[config.mk]
export PLATFORM = sky130hd
export DESIGN_NAME = icache
export DESIGN_NICKNAME = d
export VERILOG_FILES = /design/src/rtl/icache.sv
export SDC_FILE = /design/constraint.sdc
export NUM_CORES = 1
export LEC_CHECK = 0
export ABC_AREA = 1
export BUFFER_PORTS_ARGS = -buffer_cell sky130_fd_sc_hd__clkbuf_2
export CORE_ASPECT_RATIO = 2
export CORE_MARGIN = 1
export CORE_UTILIZATION = 45
export CTS_CLUSTER_SIZE = 12
export DETAILED_ROUTE_END_ITERATION = 16
export GPL_TIMING_DRIVEN = 1
export PLACE_DENSITY_LB_ADDON = 0.3
export SLEW_MARGIN = 20
export SYNTH_ARGS = -nofsm -noshare
export SYNTH_HDL_FRONTEND = slang
export SYNTH_SLANG_ARGS = --single-unit
export TNS_END_PERCENT = 100
[constraint.sdc]
create_clock -name clk -period 1.8 [get_ports clk]
set_input_delay 0.18 -clock clk [delete_from_list [all_inputs] [get_ports clk]]
set_output_delay 0.18 -clock clk [all_outputs]
set_load 0.02 [all_outputs]
[src/rtl/icache.sv]
// -----------------------------------------------------------------------------
// icache -- direct-mapped instruction cache between IFetch and the memory
// controller. Lines are 16 bytes (4 x 32-bit words). A miss refills the line
// with four single-word reads issued in order 0..3. A hit responds one cycle
// after acceptance. A miss responds two cycles after the final refill beat.
//
// Build option: macro ICACHE_EN
//   defined   : cache storage present (valid/tag/data per line).
//   undefined : no storage; every request is a single-beat read of in_pc.
//
// Parameters
//   INDEX_WIDTH  line-index bits (default 6 -> 64 lines)
//   LINE_WORDS   words per line, fixed at 4
//
// Ports
//   clk        in   clock, all state updates on the rising edge
//   rst        in   synchronous active-high reset, wins over rdy and rollback
//   rdy        in   global ready; all state holds while low
//   in_valid   in   fetch request, held until the response is taken
//   in_pc      in   word-aligned fetch address
//   out_valid  out  instruction for in_pc is on out_inst
//   out_inst   out  instruction word
//   rollback   in   ROB flush; the pending response is discarded
//   mem_req    out  word read request, held until mem_done
//   mem_addr   out  word address of the current refill beat
//   mem_done   in   one-cycle pulse, mem_data valid
//   mem_data   in   returned word
// -----------------------------------------------------------------------------
module icache #(
   parameter int INDEX_WIDTH = 6,
   parameter int LINE_WORDS  = 4
) (
   input  logic        clk,
   input  logic        rst,
   input  logic        rdy,
   input  logic        in_valid,
   input  logic [31:0] in_pc,
   output logic        out_valid,
   output logic [31:0] out_inst,
   input  logic        rollback,
   output logic        mem_req,
   output logic [31:0] mem_addr,
   input  logic        mem_done,
   input  logic [31:0] mem_data
);

   typedef enum logic [1:0] {IDLE, REFILL, RESPOND} state_e;

   localparam int CNT_W = $clog2(LINE_WORDS);

   // The address arithmetic below assumes 16-byte lines.
   if (LINE_WORDS != 4 || INDEX_WIDTH < 1 || INDEX_WIDTH > 27) begin : g_bad_params
      $error("icache: LINE_WORDS must be 4 and INDEX_WIDTH within 1..27");
   end

`ifdef ICACHE_EN
   localparam logic [CNT_W-1:0] LAST_BEAT = CNT_W'(LINE_WORDS - 1);
   localparam int               LINES     = 1 << INDEX_WIDTH;
   localparam int               TAG_W     = 28 - INDEX_WIDTH;
`else
   localparam logic [CNT_W-1:0] LAST_BEAT = '0;
`endif

   state_e            state_q, state_d;
   logic              rsp_q, rsp_d;
   logic [31:0]       out_inst_q, out_inst_d;
   logic              mem_req_q, mem_req_d;
   logic [31:0]       mem_addr_q, mem_addr_d;
   logic [CNT_W-1:0]  cnt_q, cnt_d;
   logic              drop_q, drop_d;

`ifdef ICACHE_EN
   logic [LINES-1:0]              valid_q;
   logic [TAG_W-1:0]              tag_mem  [LINES];
   logic [LINE_WORDS-1:0][31:0]   data_mem [LINES];
   logic [LINE_WORDS-2:0][31:0]   beat_buf_q;
   logic [1:0]                    wsel_q, wsel_d;
   logic [INDEX_WIDTH-1:0]        rd_idx, fill_idx;
   logic [TAG_W-1:0]              rd_tag, fill_tag;
   logic [LINE_WORDS-1:0][31:0]   fill_line;
   logic                          hit;
   logic                          beat_we;
   logic                          install;

   assign rd_idx   = in_pc[3+INDEX_WIDTH:4];
   assign rd_tag   = in_pc[31:4+INDEX_WIDTH];
   assign hit      = valid_q[rd_idx] && (tag_mem[rd_idx] == rd_tag);
   // During a refill mem_addr_q stays inside the line being filled, so its
   // upper bits name the destination line.
   assign fill_idx = mem_addr_q[3+INDEX_WIDTH:4];
   assign fill_tag = mem_addr_q[31:4+INDEX_WIDTH];
   // The last beat is written straight from the bus together with the buffer.
   assign fill_line = {mem_data, beat_buf_q};
`endif

   always_comb begin
      // NOTE: every next-state signal is given its hold value first, so no
      // branch can leave one unassigned and infer a latch.
      state_d    = state_q;
      rsp_d      = rsp_q;
      out_inst_d = out_inst_q;
      mem_req_d  = mem_req_q;
      mem_addr_d = mem_addr_q;
      cnt_d      = cnt_q;
      drop_d     = drop_q;
`ifdef ICACHE_EN
      wsel_d     = wsel_q;
      beat_we    = 1'b0;
      install    = 1'b0;
`endif
      unique case (state_q)
         IDLE: begin
            if (rollback) begin
               rsp_d = 1'b0;
            end else if (rsp_q) begin
               // Response outstanding: out_inst holds, no new lookup.
               if (!in_valid) rsp_d = 1'b0;
            end else if (in_valid) begin
`ifdef ICACHE_EN
               if (hit) begin
                  rsp_d      = 1'b1;
                  out_inst_d = data_mem[rd_idx][in_pc[3:2]];
               end else begin
                  state_d    = REFILL;
                  mem_req_d  = 1'b1;
                  mem_addr_d = {in_pc[31:4], 4'h0};
                  cnt_d      = '0;
                  wsel_d     = in_pc[3:2];
               end
`else
               state_d    = REFILL;
               mem_req_d  = 1'b1;
               mem_addr_d = in_pc;
               cnt_d      = '0;
`endif
            end
         end

         REFILL: begin
            // The refill always runs to completion; a flush only marks the
            // response for dropping.
            if (rollback) drop_d = 1'b1;
            if (mem_req_q && mem_done) begin
               mem_req_d = 1'b0;
               if (cnt_q == LAST_BEAT) begin
                  state_d = RESPOND;
                  cnt_d   = '0;
`ifdef ICACHE_EN
                  install    = 1'b1;
                  out_inst_d = fill_line[wsel_q];
`else
                  out_inst_d = mem_data;
`endif
               end else begin
                  cnt_d      = cnt_q + 1'b1;
                  mem_addr_d = {mem_addr_q[31:4], cnt_d, 2'b00};
`ifdef ICACHE_EN
                  beat_we    = 1'b1;
`endif
               end
            end else if (!mem_req_q) begin
               // One idle cycle after each beat, then request the next word.
               mem_req_d = 1'b1;
            end
         end

         RESPOND: begin
            state_d = IDLE;
            drop_d  = 1'b0;
            if (!drop_q && !rollback) rsp_d = 1'b1;
         end

         default: state_d = IDLE;
      endcase
   end

   always_ff @(posedge clk) begin
      if (rst) begin
         state_q    <= IDLE;
         rsp_q      <= 1'b0;
         out_inst_q <= '0;
         mem_req_q  <= 1'b0;
         mem_addr_q <= '0;
         cnt_q      <= '0;
         drop_q     <= 1'b0;
`ifdef ICACHE_EN
         valid_q    <= '0;
         wsel_q     <= '0;
`endif
      end else if (rdy) begin
         // NOTE: state registers use non-blocking assignments so every
         // register samples values from before the edge.
         state_q    <= state_d;
         rsp_q      <= rsp_d;
         out_inst_q <= out_inst_d;
         mem_req_q  <= mem_req_d;
         mem_addr_q <= mem_addr_d;
         cnt_q      <= cnt_d;
         drop_q     <= drop_d;
`ifdef ICACHE_EN
         wsel_q     <= wsel_d;
         if (install) valid_q[fill_idx] <= 1'b1;
`endif
      end
   end

`ifdef ICACHE_EN
   // NOTE: tag/data arrays and the beat buffer have no reset; valid_q gates
   // every use of them, and leaving them unreset lets them map onto RAM.
   always_ff @(posedge clk) begin
      if (!rst && rdy) begin
         if (beat_we) beat_buf_q[cnt_q] <= mem_data;
         if (install) begin
            tag_mem[fill_idx]  <= fill_tag;
            data_mem[fill_idx] <= fill_line;
         end
      end
   end
`endif

   assign out_valid = rsp_q & in_valid;
   assign out_inst  = out_inst_q;
   assign mem_req   = mem_req_q;
   assign mem_addr  = mem_addr_q;

endmodule

# --- After elaboration in Yosys (flattened, before gate mapping) ---
# Index checks and enable logic that the tools add are counted.
word_totals:
  register_bits: 71
  inputBits: 70
  output_inout_bits: 66
  word_cells: 70
classes:
  addsub: 1
  eq_ne: 10
  n_mux: 30
  bitwise_logic: 4
  n_reduce_logical: 17
op_table:
  columns: ["cell", "n"]
  rows:
  - ["$mux W32", 3]
  - ["$pmux W32 S2", 1]
  - ["$mux W2", 10]
  - ["$reduce_and A6 Y1", 3]
  - ["$ne A2 B2 Y1 const B", 8]
  - ["$mux W1", 9]
  - ["$mux W4", 2]
  - ["$pmux W2 S2", 2]
  - ["$reduce_and A7 Y1", 1]
  - ["$pmux W1 S2", 3]
  - ["$reduce_and A3 Y1", 2]
  - ["$reduce_bool A2 Y1", 3]
  - ["$reduce_and A5 Y1", 1]
  - ["$logic_not A2 Y1", 2]
  - ["$reduce_and A4 Y1", 1]
  - ["$not A1 Y1", 3]
  - ["$add A2 B1 Y2 const B", 1]
  - ["$eq A2 B1 Y1 const B", 1]
  - ["$eq A2 B2 Y1 const B", 1]
  - ["$logic_and A1 B1 Y1", 2]
  - ["$logic_not A1 Y1", 2]
  - ["$and A1 B1 Y1", 1]

# --- Depth between registers and ports, before layout ---
logic_depth:
  ltp_word: 4
  ltp_mapped: 9
  depth_no_buf: 8

# --- Least setup slack after synthesis ---
# Ideal clock, no wire load.
synth_path:
  kind: "flip-flop to flip-flop"
  start: "reg mem_req_q (netlist: mem_req)"
  end: "reg out_inst_q[10] (netlist: out_inst[10])"
  setup_time_ns: 0.113
  arrival_ns: 1.345
  required_ns: 1.687
  path_slack_ns: 0.342
  path_stages_with_launch: 7
  n_path_buf: 1
  period_less_slack_ns: 1.458
  path_cell_list: "dfxtp_1 nand2_1 nor3_4 buf_6 nand2_1 nand2_1 nor2_1"
synth_via:
  elab_chain_len: 2
synth_lines:
  columns: ["element", "line_no", "text"]
  rows:
  - ["start, declared", "67", "logic mem_req_q, mem_req_d;"]
  - ["start signal, assigned", "196", "mem_req_q <= mem_req_d;"]
  - ["$logic_and A1 B1 Y1", "143", "if (mem_req_q && mem_done) begin"]
  - ["$reduce_and A4 Y1 (no source line)", null, null]
  - ["end signal, assigned", "195", "out_inst_q <= out_inst_d;"]
  - ["end, declared", "66", "logic [31:0] out_inst_q, out_inst_d;"]
# No other way between the ends.
# A chain may end at the register's enable or synchronous reset.

# --- Worst setup path in the final report ---
layout_path:
  start: "reg state_q[0]"
  end: "reg mem_addr_q[1] (netlist: mem_addr[1])"
layout_via:
  elab_chain_len: 3
  word_cells_on_any_way: 10
  cone_classes: "eq/ne: 6; mux: 1; reduce/logical: 3"
layout_lines:
  columns: ["element", "line_no", "text"]
  rows:
  - ["start, declared", "64", "state_e state_q, state_d;"]
  - ["start signal, assigned", "193", "state_q <= state_d;"]
  - ["$eq A2 B1 Y1 or $logic_not A2 Y1 (tied branches)", "111", "unique case (state_q)"]
  - ["$ne A2 B2 Y1 (no source line) or $reduce_bool A2 Y1 (tied branches)", null, null]
  - ["$reduce_and A7 Y1 (no source line)", null, null]
  - ["end signal, assigned", "197", "mem_addr_q <= mem_addr_d;"]
  - ["end, declared", "68", "logic [31:0] mem_addr_q, mem_addr_d;"]
# Parallel ways exist; a longest one is shown, timed or not. The select of a mux whose other input is x is not followed.

==> impl_results.md <==
* Standard-cell rows at 43
* Post-CTS Setup Repair Bufs at 0
* Worst Path Arrival at 1760 ps
* R2r startpoint: state_q[0]$_SDFFE_PP0P_
* Die H at 122.8 um
* Slew Viols, Final at 0
* Post-synth top cells: nand2_1, inv_1, nor2_1, dfxtp_1, a21oi_1
* Fin Setup TNS at 0 ps
* Hold crit path type: in -> reg
* Top_reg_cell synth: dfxtp_1
* Mapped Avg Cell Area at 6.678 um2
* Startpoint Class: flip-flop
* Synthesis Warnings at 0
* Tcrit/Tclk final at 0.8538
* WL/cell at 10.30 um
* Total GRT Usage at 0.1994
* Worst skew pair latency at 330 ps
* CTS sink count at 71
* Synth-to-layout area growth at 31.34%
* Worst setup EP type: flip-flop
* First-pass DRT Iterations at 4
* Peak supply drop at 698.3 uV
* Vias in the first global route at 2,982
* Initial core utilization at 0.4698
* Post-CTS Resized at 0
* CTS clk-pin slew, worst paths at 50 ps
* Tightest Pin Transition at 479.3 ps
* Port bufs at 135
* Multi-input logic area at 1310 um2
* Cts bufs inserted at 9
* Synth top area cells: dfxtp_1, nand2_1, inv_1, nor2_1, a21oi_1
* Io pins at 136
* Synth area leader: dfxtp_1
* Share of layout cells above drive strength 1 at 0.2853
* Antenna violations before repair at 0
* Post-route ant nets at 0
* Critical Path Fanout Max at 8
* Max_cap viols at 0
* Fin nets at 691
* # setup viols final at 0
* CTS Hold Bufs at 0
* Vias at 3,214
* Core outline area at 6994 um2
* Final Hold Viols at 0
* Die area at 7668 um2
* Worst Path Class, Setup: reg -> reg
* Status: finished clean
* Max_slew headroom at 0.6801
* Number of flops mapped to enable cells by yosys at 0
* Post-Syn Area at 3286 um2
* Count leader, synth: nand2_1
* Clock Path Buffers at 2
* # H-tree levels at 3
* Largest net degree at the start of global routing at 65
* Antenna cell count at 0
* Post-detail-place hpwl at 5489 um
* RSZ-0062 raised after global routing: false
* Synth top area share at 0.4326
* Final WL at 7353 um
* Gpl congestion at 0.8508
* Post-synthesis async set-or-reset flop share at 0
* Lkg Pwr at 2.329 nW
* Total Power at 4.137 mW
* Fin Clk Skew at 5.671 ps
* Yosys reg bits at 71
* Tmin final at 1537 ps
* Root Driver: clkbuf_16
* Design area at 4315 um2
* CTS tree: yes
* Sequential fraction of the synthesis area at 0.4326
* Via density at 4.501
* Cell Area, Placed at 3990 um2
* CP startpoint: state_q[0]$_SDFFE_PP0P_
* PwrDens at 958.7 nW/um2
* Drt initial violations at 103
* CP required at 2030 ps
* Fmax at 0.6507 GHz
* First-pass GRT wire length at 11,990 um
* Synth Instances at 492
* Die width at 62.42 um
* Post-Syn Nets at 564
* Fill count at 709
* GR Overflow Total at 0
* Hold_sp: in_pc[29]
* Drc violations at 0
* Reg area at 1421 um2
* Synth unique cells at 23
[worst paths after layout]
check	to	slack (ps)	cells after the start
setup / recovery	mem_addr[1]$_SDFFE_PP0P_	260	7
hold / removal	mem_addr[29]$_SDFFE_PP0P_	110	3
setup reg to reg	mem_addr[1]$_SDFFE_PP0P_	260	7
hold reg to reg	out_inst[18]$_SDFFE_PP0P_	480	2
[cell usage in the layout, fill, tap and decap left out, types with 2 or more instances in the layout]
master       n
nand4_1      2
bufinv_16    2
clkbuf_2   135
nor3_2      10
nand3_1      9
clkbuf_8     2
dfxtp_1     71
nor2_1      85
clkbuf_16    9
clkbuf_1     2
inv_1       94
nand2_1    120
inv_2        9
buf_12       3
nor3_1      18
ha_1         2
o21ai_0      9
buf_4        2
a21oi_1     33
[power by group]
| group | switching [mW] | total (mW) | internal [mW] |
|---|---|---|---|
| Sequential | 0.0453 | 1.68 | 1.64 |
| Combinational | 0.342 | 0.556 | 0.214 |
| Clock | 0.613 | 1.90 | 1.29 |
[metal layers]
metal | global-route usage | vias up | wire length, um
met5 | 0 | - | 0
met4 | 0.1555 | 0 | 262
met3 | 0.03346 | 15 | 353
met2 | 0.3791 | 94 | 4030
met1 | 0.1836 | 1402 | 2707
li1 | - | 1703 | -
[flip-flops by register name, indices dropped and copies added, names as in the netlist]
name and cells:
cnt_q 2, drop_q 1, mem_addr 32, mem_req 1
out_inst 32, rsp_q 1, state_q 2
[kinds of logic after synthesis]
kind of cell	count (synthesis)	synth area share
buf+inv	128	0.1687
simple gates	248	0.3252
compound gates	43	0.06588
fa+ha+maj	2	0.007615
flops	71	0.4326
[critical path: stages (launching register included)]
cell	delay, ps
dfxtp_1	540
inv_1	150
nor2_2	230
nor2_1	70
nor2_1	210
nand3_1	100
nand2_1	70
nor2_1	40
[cell type report]
| cell class | count | area share |
|---|---|---|
| clock buffer | 13 | 0.06031 |
| clock inverter | 3 | 0.01508 |
| inverter | 104 | 0.09162 |
| multi-input combinational | 293 | 0.3036 |
| sequential | 71 | 0.3294 |
| tap | 90 | 0.02609 |
| timing repair buffer | 140 | 0.1740 |
[metrics by stage]
step	util	hold WS, ps	setup WS, ps	instances
after floorplan	-	335.9	342.0	492
final	0.6170	110.8	263.1	714
after CTS	0.6170	103.2	269.4	714
after global placement	0.5705	443.5	336.8	698
after detailed placement	0.5705	451.2	287.5	698
after global routing	0.6170	128.8	39.62	714
Note: power is estimated with default switching activity, not from simulation.
